===== config.mk =====
export PLATFORM = sky130hd
export DESIGN_NAME = ud_count_decoder
export DESIGN_NICKNAME = d
export VERILOG_FILES = /design/src/rtl/ud_dec_pkg.sv /design/src/rtl/ud_step_classify.sv /design/src/rtl/ud_count_decoder.sv
export SDC_FILE = /design/constraint.sdc
export NUM_CORES = 1
export LEC_CHECK = 0
export ABC_AREA = 1
export CELL_PAD_IN_SITES_DETAIL_PLACEMENT = 1
export CELL_PAD_IN_SITES_GLOBAL_PLACEMENT = 1
export CORE_MARGIN = 10
export CORE_UTILIZATION = 44
export CTS_CLUSTER_DIAMETER = 30
export DETAILED_ROUTE_END_ITERATION = 8
export DONT_BUFFER_PORTS = 1
export PLACE_DENSITY = 0.88
export SLEW_MARGIN = 20
export SYNTH_ARGS = -nofsm -noshare
export SYNTH_HDL_FRONTEND = slang
export SYNTH_SLANG_ARGS = --single-unit

===== constraint.sdc =====
create_clock -name clk -period 2.4 [get_ports clk]
set_input_delay 0.24 -clock clk [delete_from_list [all_inputs] [get_ports clk]]
set_output_delay 0.24 -clock clk [all_outputs]
set_load 0.02 [all_outputs]

===== src/rtl/ud_dec_pkg.sv =====
`default_nettype none
// ============================================================================
//  Module      : ud_dec_pkg
//  Description : Shared types and constants for the up/down count decoder.
//                - state_t : decoder FSM states
//                - step_t  : classification of one sample-to-sample step
//                - c_DELTA_* : step deltas, cast to the bus width at the point
//                  of use (c_DELTA_DN = -1 becomes all-ones).
//  Revision    : 1.0  initial release
// ============================================================================
package ud_dec_pkg;

  // Decoder FSM states (explicit 3-bit encoding)
  typedef enum logic [2:0] {
    ACQ      = 3'd0,
    SEEN     = 3'd1,
    TRACK_UP = 3'd2,
    TRACK_DN = 3'd3,
    FAULT    = 3'd4
  } state_t;

  // Step classes
  typedef enum logic [1:0] {
    UP    = 2'd0,
    DN    = 2'd1,
    STALL = 2'd2,
    JUMP  = 2'd3
  } step_t;

  // Step deltas, (count - prev) modulo 2**WIDTH
  localparam int c_DELTA_STALL = 0;
  localparam int c_DELTA_UP    = 1;
  localparam int c_DELTA_DN    = -1;

endpackage : ud_dec_pkg
`default_nettype wire


===== src/rtl/ud_step_classify.sv =====
`default_nettype none
// ============================================================================
//  Module      : ud_step_classify
//  Description : Combinational step classifier. Compares a new count sample
//                against the previous one and reports the step class and
//                whether a legal step crossed the wrap boundary.
//  Ports       : i_prev    [WIDTH] previous accepted sample
//                i_count   [WIDTH] current sample
//                o_step    step_t  UP / DN / STALL / JUMP
//                o_wrap_up 1       UP step from MAX to 0
//                o_wrap_dn 1       DN step from 0 to MAX
//  Revision    : 1.0  initial release
// ============================================================================
module ud_step_classify
  import ud_dec_pkg::*;
#(
  parameter int WIDTH = 4
) (
  input  logic [WIDTH-1:0] i_prev,
  input  logic [WIDTH-1:0] i_count,
  output step_t            o_step,
  output logic             o_wrap_up,
  output logic             o_wrap_dn
);

  localparam logic [WIDTH-1:0] c_D_STALL = WIDTH'(c_DELTA_STALL);
  localparam logic [WIDTH-1:0] c_D_UP    = WIDTH'(c_DELTA_UP);
  localparam logic [WIDTH-1:0] c_D_DN    = WIDTH'(c_DELTA_DN);
  localparam logic [WIDTH-1:0] c_MAX     = {WIDTH{1'b1}};
  localparam logic [WIDTH-1:0] c_ZERO    = {WIDTH{1'b0}};

  // Modular subtraction: the natural WIDTH-bit wrap gives the delta mod 2**WIDTH
  logic [WIDTH-1:0] w_delta;
  assign w_delta = i_count - i_prev;

  always_comb begin
    o_step = JUMP;
    if (w_delta == c_D_STALL) begin
      o_step = STALL;
    end else if (w_delta == c_D_UP) begin
      o_step = UP;
    end else if (w_delta == c_D_DN) begin
      o_step = DN;
    end
  end

  assign o_wrap_up = (o_step == UP) && (i_prev == c_MAX);
  assign o_wrap_dn = (o_step == DN) && (i_prev == c_ZERO);

endmodule : ud_step_classify
`default_nettype wire


===== src/rtl/ud_count_decoder.sv =====
`default_nettype none
// ============================================================================
//  Module      : ud_count_decoder
//  Description : Receive-side companion to the up/down counter. Samples the
//                count bus on count_vld, recovers the count direction and
//                flags wraps, stalls and illegal jumps. All outputs are
//                registered; a response appears the cycle after the sample.
//  Config      : REV_CNT_EN - when defined, adds the REV_W parameter, the
//                rev_cnt port and the saturating reversal counter. The
//                counter is cleared by reset only and survives FAULT.
//  Ports       : clk        in   rising-edge clock
//                reset      in   asynchronous active-low reset
//                count      in   [WIDTH] observed counter value
//                count_vld  in   count is a new sample this cycle
//                clr_fault  in   leave FAULT, restart acquisition
//                dir        out  recovered direction, 1=up 0=down
//                dir_vld    out  high while tracking
//                wrap_up    out  pulse: legal up step MAX->0
//                wrap_dn    out  pulse: legal down step 0->MAX
//                stall      out  pulse: sample equal to previous
//                err        out  pulse: illegal jump while tracking
//                fault      out  high while in FAULT
//                run_len    out  [RUN_W] saturating same-direction run length
//                rev_cnt    out  [REV_W] saturating reversal count (REV_CNT_EN)
//  Revision    : 1.0  initial release
// ============================================================================
module ud_count_decoder
  import ud_dec_pkg::*;
#(
  parameter int WIDTH = 4,
  parameter int RUN_W = 8
`ifdef REV_CNT_EN
  ,
  parameter int REV_W = 8
`endif
) (
  input  logic             clk,
  input  logic             reset,
  input  logic [WIDTH-1:0] count,
  input  logic             count_vld,
  input  logic             clr_fault,
  output logic             dir,
  output logic             dir_vld,
  output logic             wrap_up,
  output logic             wrap_dn,
  output logic             stall,
  output logic             err,
  output logic             fault,
  output logic [RUN_W-1:0] run_len
`ifdef REV_CNT_EN
  ,
  output logic [REV_W-1:0] rev_cnt
`endif
);

  localparam logic [RUN_W-1:0] c_RUN_MAX = {RUN_W{1'b1}};
  localparam logic [RUN_W-1:0] c_RUN_ONE = RUN_W'(1);
`ifdef REV_CNT_EN
  localparam logic [REV_W-1:0] c_REV_MAX = {REV_W{1'b1}};
  localparam logic [REV_W-1:0] c_REV_ONE = REV_W'(1);
`endif

  state_t           r_state;
  logic [WIDTH-1:0] r_prev;

  step_t            w_step;
  logic             w_wrap_up;
  logic             w_wrap_dn;

  ud_step_classify #(
    .WIDTH (WIDTH)
  ) u_classify (
    .i_prev    (r_prev),
    .i_count   (count),
    .o_step    (w_step),
    .o_wrap_up (w_wrap_up),
    .o_wrap_dn (w_wrap_dn)
  );

  // Level outputs decode directly from the state register, so they are
  // registered and clear asynchronously together with the state.
  assign dir_vld = (r_state == TRACK_UP) || (r_state == TRACK_DN);
  assign fault   = (r_state == FAULT);

  always_ff @(posedge clk or negedge reset) begin
    if (!reset) begin
      r_state <= ACQ;
      r_prev  <= '0;
      dir     <= 1'b0;
      wrap_up <= 1'b0;
      wrap_dn <= 1'b0;
      stall   <= 1'b0;
      err     <= 1'b0;
      run_len <= '0;
`ifdef REV_CNT_EN
      rev_cnt <= '0;
`endif
    end else begin
      // Pulses default low; only a classified valid sample raises one
      wrap_up <= 1'b0;
      wrap_dn <= 1'b0;
      stall   <= 1'b0;
      err     <= 1'b0;

      if ((r_state == FAULT) && clr_fault) begin
        // Clear beats a coincident sample: the sample is discarded and the
        // next valid sample is treated as a fresh first sample.
        r_state <= ACQ;
        run_len <= '0;
      end else if (count_vld) begin
        r_prev <= count;

        case (r_state)
          ACQ: begin
            r_state <= SEEN;
          end

          SEEN: begin
            case (w_step)
              UP: begin
                r_state <= TRACK_UP;
                dir     <= 1'b1;
                run_len <= c_RUN_ONE;
                wrap_up <= w_wrap_up;
              end
              DN: begin
                r_state <= TRACK_DN;
                dir     <= 1'b0;
                run_len <= c_RUN_ONE;
                wrap_dn <= w_wrap_dn;
              end
              STALL: begin
                stall <= 1'b1;
              end
              default: begin
                // A jump before lock just re-seeds prev (done above)
              end
            endcase
          end

          TRACK_UP, TRACK_DN: begin
            case (w_step)
              UP: begin
                wrap_up <= w_wrap_up;
                if (r_state == TRACK_UP) begin
                  if (run_len != c_RUN_MAX) run_len <= run_len + c_RUN_ONE;
                end else begin
                  r_state <= TRACK_UP;
                  dir     <= 1'b1;
                  run_len <= c_RUN_ONE;
`ifdef REV_CNT_EN
                  if (rev_cnt != c_REV_MAX) rev_cnt <= rev_cnt + c_REV_ONE;
`endif
                end
              end
              DN: begin
                wrap_dn <= w_wrap_dn;
                if (r_state == TRACK_DN) begin
                  if (run_len != c_RUN_MAX) run_len <= run_len + c_RUN_ONE;
                end else begin
                  r_state <= TRACK_DN;
                  dir     <= 1'b0;
                  run_len <= c_RUN_ONE;
`ifdef REV_CNT_EN
                  if (rev_cnt != c_REV_MAX) rev_cnt <= rev_cnt + c_REV_ONE;
`endif
                end
              end
              STALL: begin
                stall <= 1'b1;
              end
              default: begin
                err     <= 1'b1;
                r_state <= FAULT;
                run_len <= '0;
              end
            endcase
          end

          FAULT: begin
            // Samples keep prev current but raise nothing
          end

          default: begin
            r_state <= ACQ;
          end
        endcase
      end
    end
  end

endmodule : ud_count_decoder
`default_nettype wire


==> key figures, run 1 <==
Final layout
  • Final core occ: 0.496
  • Share of cells above drive strength 1: 0.120
  • Filler cells: 429
  • N_diodes: 0
  • Post-Layout Cell Count: roughly 250
  • Area Growth Syn to Fin: 8.22%
  • Commonest non-fill, non-tap cell in the layout: nand2_1
  • Final Instance Area: 0.00152 mm²
  • Final net count: 223
  • Most frequent cells in the layout: nand2_1 (64), inv_1 (25), nand3_1 (25), dfrtp_1 (20), nor2_1 (14)

Worst setup path
  • CP top delay family: simple AND/OR/NAND/NOR gates
  • Critical Path Slowest Stage Cell: dfrtp_1
  • Critical path, cell by cell: ha_1 > inv_1 > fa_1 > xor2_1 > inv_2 > nor2_4 > nand2_4 > nand2_1 > nor2_2 > nor2_4 > buf_4 > nand3_1 > nand2_1
  • Worst setup EP type: flip-flop
  • CP Depth: 13
  • CP Launch Type: flip-flop
  • End point of the critical path: run_len[0]
  • Worst-path fanout max: 8
  • CP Buf/Inv Count: 3
  • R2R Path Start: r_prev[0]
  • Crit path kind: flip-flop to flip-flop
  • CP peak stage delay: roughly 0.39 ns
  • RR Endpoint: run_len[0]
  • Worst Reg-to-Reg Cells: 13
  • Critical Path AT: between 2 and 2.5 ns
  • Critical Path Start: r_prev[0]
  • Worst EP required: between 2 and 3 ns
  • Flop2flop setup slack: around 0.22 ns

Yosys
  • Post-Synthesis Cells: between 200 and 250
  • Yosys top cell by area: dfrtp_1
  • Yosys warns: 0
  • Yosys top cell area share: 0.357
  • Seq/Total Area, Yosys: 0.357
  • Area contributors post-synth: dfrtp_1 (36%), nand2_1 (17%), nand3_1 (8.9%)
  • Mapped Nets: roughly 220
  • Distinct cells, synth: 26
  • Synthesis-stage register bit count: 20
  • Syn avg cell area: roughly 7 µm²
  • Synthesized area: about 0.0014 mm²

Timing
  • Setup TNS: 0 ns
  • Final WS setup: between 0.2 and 0.25 ns
  • Tightest Pin Transition: 0.986 ns
  • Clk_skew: ~0.0036 ns
  • Final hold slack: 0.0905 ns
  • Final setup vio count: 0
  • Final min period: 2.18 ns
  • Final period util: 0.910
  • F_max: around 0.46 GHz
  • Final hold violation count: 0
  • Final max-slew violation count: 0
  • Slew headroom: 0.341
  • RSZ-0062 raised after global routing: false

Power and ir drop
  • Power Total: approximately 1.3 mW
  • PwrDens: roughly 870 mW/mm²
  • Leak pwr: 0.799 nW
  • Worst VDD drop: 0.402 mV

Routing
  • First-pass iteration count of the detailed router: 4
  • Number of DRC markers in iteration 0: 59
  • Routed len/inst: ~16 µm
  • Via-to-Cell Ratio: 5.42
  • Vias post-DR: approximately 1400
  • Post-DRT Antenna Nets: 0
  • DRT Wirelength: between 4000 and 5000 µm
  • DRC errors left: 0

Clocking
  • H-tree depth: 1
  • Clock transition at path regs: approximately 0.12 ns
  • Worst skew pair latency: approximately 0.31 ns
  • CTS Sinks: 20
  • TritonCTS clock tree: done
  • Root buf cell: clkbuf_4
  • Clock buffer depth: 2
  • CTS buffer count: 3

Placement
  • Place WS: ~0.14 ns
  • Placed instance area: roughly 0.0015 mm²
  • DP HPWL: ~3300 µm
  • Placed cells: roughly 250
  • # port buffers: 0
  • Routability cong.: roughly 0.86

Run status
  • Status: finished clean

Floorplan
  • Rows: 20
  • Die area: ~0.006 mm²
  • Height of the die: approximately 76 µm
  • Die Width: roughly 76 µm
  • Boundary pin count: 23
  • Core area: between 0.003 and 0.004 mm²
  • Initial core utilization: 0.459

Hold path
  • Worst Hold Class: input pin to flip-flop

GRT
  • Total GRT Usage: 0.145
  • Gr ovfl total: 0
  • Pin count of the biggest net entering global routing: 21
  • Number of global-route vias before repair: around 1500
  • First-pass GRT wire length: just over 7000 µm
  • Initial antenna violation count: 0

Job
  • Max Cap Viol: 0
==> where the power goes <==
part	switching (mW)	internal, mW
clock network	0.111	0.0927
registers	0.0721	0.394
logic	0.451	0.193
total	0.634	0.680
==> how the worst min path moves through the flow <==
| stage | start | endpoint | depth (start not counted) |
|---|---|---|---|
| 2_1_floorplan | reset | dir | 0 |
| 3_3_place_gp | reset | run_len[6] | 0 |
| 3_5_place_dp | reset | run_len[7] | 0 |
| 4_1_cts | count[2] | r_prev[2] | 2 |
| 5_1_grt | count[1] | r_prev[1] | 2 |
| 6_report | count[1] | r_prev[1] | 2 |
==> kinds of logic (layout without fill, tap and decap cells) <==
logic type	count (synthesis)	after routing	share of synthesized area
buf+inv	30	37	0.0858
compound gates	19	19	0.0751
flops	20	20	0.357
xor+xnor	1	1	0.00626
simple gates	127	127	0.425
fa+ha+maj	5	5	0.0500
==> registers in the layout (all words and copies together), names as in the netlist <==
signal	count
r_state	3
r_prev	4
run_len	8
dir	1
stall	1
err	1
wrap_up	1
wrap_dn	1
==> cell type report <==
class,instances,area (µm²),area share
inverter,29,109,0.0718
sequential,20,500,0.330
timing repair buffer,4,32.5,0.0215
tap,44,55.1,0.0363
clock buffer,4,36.3,0.0239
multi-input combinational,152,782,0.516
==> timing repair <==
item | in CTS | in global routing
resized for setup | 0 | 2
buffers inserted | 0 | 1
hold buffers | 1 | 0
hold endpoints to repair | 20 | 0
setup endpoints to repair | 0 | 6
==> synthesized netlist by cell type <==
library cell and count:
a21o_1 1, a21oi_1 4, a21oi_2 1, a31oi_1 1, buf_6 1, dfrtp_1 20
fa_1 1, ha_1 4, inv_1 26, inv_2 3, nand2_1 64, nand2_2 3
nand2_4 1, nand3_1 25, nand3_2 1, nand3_4 1, nand4_1 6, nor2_1 15
nor2_2 3, nor2_4 3, nor3_1 4, nor4_1 1, o211ai_1 1, o21ai_0 8
o21ai_1 3, xor2_1 1
==> layer usage <==
metal | wire [µm] | share of wire | track usage | up-vias
met5 | 0 | 0 | 0 | -
met4 | 54 | 0.013 | 0.0428 | 0
met3 | 143 | 0.035 | 0.0283 | 7
met2 | 2230 | 0.55 | 0.281 | 22
met1 | 1650 | 0.40 | 0.152 | 678
li1 | - | - | - | 664
(Power assumes the default switching activity.)
==> inputs of run 2 (changes only) <==
--- a/config.mk
+++ b/config.mk
@@ -5,15 +5,14 @@
 export SDC_FILE = /design/constraint.sdc
 export NUM_CORES = 1
 export LEC_CHECK = 0
-export ABC_AREA = 1
 export CELL_PAD_IN_SITES_DETAIL_PLACEMENT = 1
 export CELL_PAD_IN_SITES_GLOBAL_PLACEMENT = 1
 export CORE_MARGIN = 10
-export CORE_UTILIZATION = 44
+export CORE_UTILIZATION = 45
 export CTS_CLUSTER_DIAMETER = 30
 export DETAILED_ROUTE_END_ITERATION = 8
 export DONT_BUFFER_PORTS = 1
-export PLACE_DENSITY = 0.88
+export PLACE_DENSITY = 0.85
 export SLEW_MARGIN = 20
 export SYNTH_ARGS = -nofsm -noshare
 export SYNTH_HDL_FRONTEND = slang
==> constraint.sdc (replaced) <==
create_clock -name clk -period 2.4 [get_ports clk]
set_input_delay 0.24 -clock clk [delete_from_list [all_inputs] [get_ports clk]]
set_output_delay 0.24 -clock clk [all_outputs]
set_load 0.005 [all_outputs]
==> run 2 against run 1 <==
Effect of this change: the run now ends with setup timing left; global-route usage grew 0.41 points; die area decreased by 9.7%; power fell by 11%; final cell count shrank 27%; routed wire length is 5.7% lower; utilization increased by 6.3 points; first-iteration DRC count decreased by 19%; sequential share of layout area stayed put; worst hold slack got worse by 0.015 ns; critical endpoint is now dir.
==> key figures, run 2 <==
GRT
  • First-pass GRT wire length: 6220 µm (-13%)
  • Total GRT Usage: 0.149 (+0.00405)
  • Number of global-route vias before repair: 1227 (-20%)
  • Gr ovfl total: 0 (unchanged)
  • Pin count of the biggest net entering global routing: 21 (unchanged)
  • Initial antenna violation count: 0 (unchanged)

Timing
  • F_max: 0.393 GHz (-14%)
  • Final WS setup: -0.145 ns (-0.362 ns)
  • Final min period: 2.55 ns (+0.362 ns)
  • Final setup vio count: 10 (+10)
  • Final hold violation count: 0 (unchanged)
  • Tightest Pin Transition: 0.973 ns (-0.0132 ns)
  • Clk_skew: 0.00610 ns (+0.00253 ns)
  • Setup TNS: -1.05 ns (-1.05 ns)
  • Slew headroom: 0.349 (+0.00885)
  • Final max-slew violation count: 0 (unchanged)
  • Final period util: 1.06 (+0.151)
  • Final hold slack: 0.0755 ns (-0.0150 ns)
  • RSZ-0062 raised after global routing: true

Final layout
  • Area Growth Syn to Fin: 21.6%
  • Final net count: 168 (-25%)
  • Commonest non-fill, non-tap cell in the layout: buf_4
  • Max reg flops: 8 (unchanged)
  • Most frequent cells in the layout: buf_4 (21), dfrtp_1 (20), nand2_1 (17), a21oi_2 (9)
  • Top reg by flops: run_len
  • Final Instance Area: 0.00152 mm² (unchanged)
  • Share of cells above drive strength 1: 0.340 (+0.220)
  • Biggest regs: run_len x8, r_prev x4, r_state x3
  • N_diodes: 0 (unchanged)
  • Post-Layout Cell Count: 184 (-27%)
  • Final core occ: 0.559 (+0.0628)

Yosys
  • Async S/R FF share, synth: 1.00 (unchanged)
  • Yosys warns: 0 (unchanged)
  • Largest family of logic cells by synthesized area: compound AO/OA/AOI/OAI gates
  • Ys flop type: dfrtp_1
  • Post-synthesis mux area share: 0.0271 (+0.0271)
  • Synth cell count leaders: dfrtp_1 (20), nand2_1 (17), a21oi_1 (10), inv_1 (8), nor3_1 (7)
  • Synthesis-stage register bit count: 20 (unchanged)
  • Dominant cell by count in the synthesized netlist: dfrtp_1
  • Post-synthesis share of cell area spent on xor and xnor gates: 0.0211 (+0.0148)
  • Number of synthesized flops with an enable pin: 0 (unchanged)
  • Yosys top cell by area: dfrtp_1
  • Synth Area in Simple Gates: 0.195 (-0.231)
  • Mapped Nets: 143 (-33%)
  • Yosys top cell area share: 0.402 (+0.0441)
  • Adder-cell share of the synthesized area: 0.0562 (+0.00618)
  • Syn avg cell area: 9.59 µm² (+38%)
  • Post-Synthesis Cells: 130 (-36%)
  • Post-synthesis compound-gate area fraction: 0.242 (+0.167)
  • Distinct cells, synth: 40 (+54%)
  • Synthesized area: 0.00125 mm² (-11%)
  • Area contributors post-synth: dfrtp_1 (40%), nand2_1 (5.1%), a21oi_2 (4.2%)
  • Seq/Total Area, Yosys: 0.402 (+0.0441)

Routing
  • Routed len/inst: 20.9 µm (+30%)
  • First-pass iteration count of the detailed router: 4 (unchanged)
  • Post-DRT Antenna Nets: 0 (unchanged)
  • Vias post-DR: 1145 (-16%)
  • DRC errors left: 0 (unchanged)
  • Number of DRC markers in iteration 0: 48 (-19%)
  • Via-to-Cell Ratio: 6.22 (+15%)
  • DRT Wirelength: 3840 µm (-5.7%)

Power and ir drop
  • PwrDens: 774 mW/mm² (-11%)
  • Worst VDD drop: 0.530 mV (+32%)
  • Power Total: 1.17 mW (-11%)
  • Leak pwr: 0.642 nW (-20%)

Clocking
  • CTS Sinks: 20 (unchanged)
  • Clock transition at path regs: 0.10 ns (-0.02 ns)
  • Root buf cell: clkbuf_4
  • Worst skew pair latency: 0.31 ns (about the same)
  • Clock buffer depth: 2 (unchanged)
  • H-tree depth: 1 (unchanged)
  • TritonCTS clock tree: done
  • CTS buffer count: 3 (unchanged)

Run status
  • Status: finished with violations
  • Failing checks: setup timing

Worst setup path
  • CP peak stage delay: 0.55 ns (+0.16 ns)
  • Crit path kind: flip-flop to flip-flop
  • Worst setup EP type: flip-flop
  • Critical Path Slowest Stage Cell: fa_2
  • Worst EP required: 2.60 ns (-0.06 ns)
  • CP top delay family: adder cells
  • Critical Path Start: r_prev[0]
  • Worst-path fanout max: 6 (-2)
  • CP Launch Type: flip-flop
  • Critical Path AT: 2.75 ns (+0.31 ns)
  • CP Buf/Inv Count: 2 (-1)
  • R2R Path Start: r_prev[0]
  • Critical path, cell by cell: ha_2 > inv_2 > fa_2 > nand2_1 > or4_4 > a2111oi_4 > buf_4 > nor3_2 > o32a_1

Placement
  • Routability cong.: 0.885 (+2.7%)
  • # port buffers: 0 (unchanged)
  • DP HPWL: 2720 µm (-18%)
  • Placed cells: 172 (-30%)
  • Place WS: -0.209 ns (-0.353 ns)
  • Placed instance area: 0.00137 mm² (-6.2%)

Floorplan
  • Rows: 19 (-5.0%)
  • Core area: 0.00271 mm² (-11%)
  • Height of the die: 72.6 µm (-5.0%)
  • Initial core utilization: 0.460 (+0.00123)
  • Boundary pin count: 23 (unchanged)
  • Die Width: 72.6 µm (-5.0%)
  • Die area: 0.00527 mm² (-9.7%)

Hold path
  • Worst Hold Class: input pin to flip-flop
  • Hold Crit Start: count[2]

Job
  • Max Cap Viol: 0 (unchanged)
==> run 2: path summary, 6_finish.rpt <==
kind	slack, ns	endpoint	cells after the start
max in group asynchronous	1.29	r_prev[3]	1
worst max-delay path	-0.15	dir	9
worst max register to register	-0.15	dir	9
worst min-delay path	0.08	r_prev[2]	1
min in group asynchronous	0.52	stall	1
worst min register to register	0.57	dir	1
==> run 2: what timing repair did <==
| item | 4_1_cts | 5_1_grt |
|---|---|---|
| setup buffers | 4 | 3 |
| endpoints found under the setup margin | 10 | 11 |
| resized for setup | 9 | 6 |
| pin swaps | 3 | 3 |
| hold buffers | 1 | 0 |
| cloned | 1 | 0 |
| hold endpoints to repair | 20 | 0 |
==> run 2: kinds of logic after synthesis <==
family / after synthesis
AO/OA/AOI/OAI: 39
XOR/XNOR: 3
adder cells (fa/ha/maj): 5
buffers and inverters: 12
flip-flops: 20
multiplexers: 3
AND/OR/NAND/NOR: 48
==> run 2: layout make-up <==
cell class | count | area (µm²)
clock buffers | 3 | 22.5
well taps | 31 | 38.8
inverters | 8 | 30.0
flip-flops and latches | 20 | 500
repair buffers | 24 | 184
fillers | 307 | 1190
multi-input cells | 98 | 739
==> run 2: per-layer routing <==
layer / vias up / global-route usage / routed length (µm)
li1: 526 / - / -
met1: 588 / 0.156 / 1400
met2: 26 / 0.276 / 2170
met3: 5 / 0.0327 / 213
met4: 0 / 0.0633 / 62
met5: - / 0 / 0
==> run 2: report_power, final <==
group	total (mW)	internal, mW	switching (mW)
logic	0.569	0.268	0.302
registers	0.440	0.384	0.0563
clock network	0.163	0.0588	0.105
total	1.17	0.710	0.462
==> inputs of run 3 (changes only) <==
--- a/config.mk
+++ b/config.mk
@@ -10,9 +10,11 @@
 export CORE_MARGIN = 10
 export CORE_UTILIZATION = 45
 export CTS_CLUSTER_DIAMETER = 30
+export CTS_CLUSTER_SIZE = 8
 export DETAILED_ROUTE_END_ITERATION = 8
 export DONT_BUFFER_PORTS = 1
 export PLACE_DENSITY = 0.85
+export SKIP_CTS_REPAIR_TIMING = 1
 export SLEW_MARGIN = 20
 export SYNTH_ARGS = -nofsm -noshare
 export SYNTH_HDL_FRONTEND = slang
==> run 3 against run 2 <==
Effect of this change: the run still ends with setup timing left; final cell count is 1.6% lower; largest cell class unchanged; critical path type unchanged; sequential share of layout area grew 0.58 points; combinational power down 2%.
==> key figures, run 3 (synthesis gave the netlist of run 2 again) <==
Run status
  • Status: finished with violations
  • Failing checks: setup timing

Floorplan
  • Die Width: 72.6 µm (unchanged)
  • Boundary pin count: 23 (unchanged)
  • Initial core utilization: 0.460 (unchanged)
  • Height of the die: 72.6 µm (unchanged)
  • Core area: 0.00271 mm² (unchanged)
  • Die area: 0.00527 mm² (unchanged)
  • Rows: 19 (unchanged)

Clocking
  • CTS Sinks: 20 (unchanged)
  • Clock transition at path regs: 0.10 ns (about the same)
  • Clock buffer depth: 2 (unchanged)
  • TritonCTS clock tree: done
  • Worst skew pair latency: 0.31 ns (about the same)
  • CTS buffer count: 3 (unchanged)
  • Root buf cell: clkbuf_4
  • H-tree depth: 1 (unchanged)

Routing
  • Number of DRC markers in iteration 0: 57 (+19%)
  • Post-DRT Antenna Nets: 0 (unchanged)
  • Via-to-Cell Ratio: 6.30 (+1.2%)
  • Routed len/inst: 21.4 µm (+2.6%)
  • DRC errors left: 0 (unchanged)
  • First-pass iteration count of the detailed router: 4 (unchanged)
  • Vias post-DR: 1140 (-0.44%)
  • DRT Wirelength: 3880 µm (+0.88%)

Placement
  • # port buffers: 0 (unchanged)
  • DP HPWL: 2720 µm (unchanged)
  • Placed instance area: 0.00137 mm² (unchanged)
  • Routability cong.: 0.885 (unchanged)

Worst setup path
  • Critical path, cell by cell: ha_2 > inv_2 > fa_2 > nand2_2 > or4_4 > a2111oi_4 > buf_4 > nor3_1 > o32a_1
  • Critical Path Start: r_prev[0]
  • RR Endpoint: dir
  • Worst EP required: 2.60 ns (about the same)
  • R2R Path Start: r_prev[0]
  • CP top delay family: adder cells
  • Worst-path fanout max: 6 (unchanged)
  • Critical Path AT: 2.83 ns (+0.08 ns)
  • CP Launch Type: flip-flop
  • Worst setup EP type: flip-flop
  • Critical Path Slowest Stage Cell: fa_2
  • Worst Reg-to-Reg Cells: 9 (unchanged)
  • CP Buf/Inv Count: 2 (unchanged)
  • Crit path kind: flip-flop to flip-flop
  • Flop2flop setup slack: -0.23 ns (-0.08 ns)
  • CP peak stage delay: 0.60 ns (+0.05 ns)

Final layout
  • Biggest regs: run_len x8, r_prev x4, r_state x3
  • Commonest non-fill, non-tap cell in the layout: dfrtp_1
  • Top reg by flops: run_len
  • Filler cells: 308 (+0.33%)
  • Area Growth Syn to Fin: 19.5%
  • Reg area: 500 µm² (unchanged)
  • N_diodes: 0 (unchanged)
  • Area of the multi-input gates: 736 µm² (-0.51%)
  • Final net count: 165 (-1.8%)
  • Final Instance Area: 0.00149 mm² (-1.7%)
  • Max reg flops: 8 (unchanged)
  • Most frequent cells in the layout: dfrtp_1 (20), buf_4 (18), nand2_1 (16), a21oi_2 (9)
  • Share of cells above drive strength 1: 0.333 (-0.00654)

GRT
  • Number of global-route vias before repair: 1197 (-2.4%)
  • Gr ovfl total: 0 (unchanged)
  • Total GRT Usage: 0.142 (-0.00725)
  • Pin count of the biggest net entering global routing: 21 (unchanged)
  • First-pass GRT wire length: 5910 µm (-5.0%)
  • Initial antenna violation count: 0 (unchanged)

Timing
  • Final setup vio count: 10 (unchanged)
  • Final min period: 2.63 ns (+0.0845 ns)
  • F_max: 0.380 GHz (-3.2%)
  • Final period util: 1.10 (+0.0352)
  • RSZ-0062 raised after global routing: true
  • Final hold slack: 0.0759 ns (+0.000413 ns)
  • Clk_skew: 0.00767 ns (+0.00157 ns)
  • Final hold violation count: 0 (unchanged)
  • Tightest Pin Transition: 0.951 ns (-0.0217 ns)
  • Slew headroom: 0.364 (+0.0145)
  • Final max-slew violation count: 0 (unchanged)
  • Final WS setup: -0.230 ns (-0.0845 ns)
  • Setup TNS: -1.73 ns (-0.682 ns)

Power and ir drop
  • PwrDens: 778 mW/mm² (+0.58%)
  • Leak pwr: 0.626 nW (-2.4%)
  • Worst VDD drop: 0.506 mV (-4.4%)

Hold path
  • Hold Crit Start: count[2]
  • Hold path cells: 1 (unchanged)
  • Hold Path Sink: r_prev[2]
  • Worst Hold Class: input pin to flip-flop

Job
  • Max Cap Viol: 0 (unchanged)
-- run 3: worst register-to-register path, cell delays in order, from the launching register on --
cell and delay [ns]:
dfrtp_1 0.36, ha_2 0.18, inv_2 0.04, fa_2 0.60
nand2_2 0.07, or4_4 0.44, a2111oi_4 0.41, buf_4 0.21
nor3_1 0.05, o32a_1 0.17
-- run 3: area by class of cell --
cell class,instances,area share
Inverter,8,0.0202
Timing Repair Buffer,21,0.108
Clock buffer,3,0.0151
Sequential cell,20,0.336
Tap cell,31,0.0261
Multi-Input combinational cell,98,0.494
-- run 3: through the flow --
step | setup WS [ns] | util | total power [mW] | instances
after global placement | -0.0463 | 0.505 | 0.868 | 172
after detailed placement | -0.209 | 0.505 | 0.898 | 172
after global routing | -0.398 | 0.549 | 1.23 | 181
after floorplan | -0.0464 | - | 0.746 | 130
final | -0.230 | 0.549 | 1.16 | 181
after CTS | -0.207 | 0.513 | 1.07 | 175
-- run 3: power breakdown --
group	leakage [nW]	switching, mW	total (mW)	internal, mW
Combinational	0.350	0.306	0.556	0.250
Sequential	0.262	0.0563	0.440	0.384
Clock	0.0138	0.104	0.163	0.0588
Total	0.626	0.466	1.16	0.693
-- run 3: per-layer routing --
metal	global-route usage	vias up	share of wire
met5	0	-	0
met4	0.0717	0	0.024
met3	0.0340	9	0.049
met2	0.256	28	0.56
met1	0.148	583	0.37
li1	-	520	-
-- run 3: how the worst max path moves through the flow --
| stage | slack, ns | endpoint | cells after the start |
|---|---|---|---|
| 2_1_floorplan | -0.05 | run_len[1] | 11 |
| 3_5_place_dp | -0.21 | dir | 10 |
| 6_report | -0.23 | dir | 9 |
| 3_3_place_gp | -0.05 | dir | 10 |
| 4_1_cts | -0.21 | dir | 10 |
| 5_1_grt | -0.40 | run_len[2] | 10 |
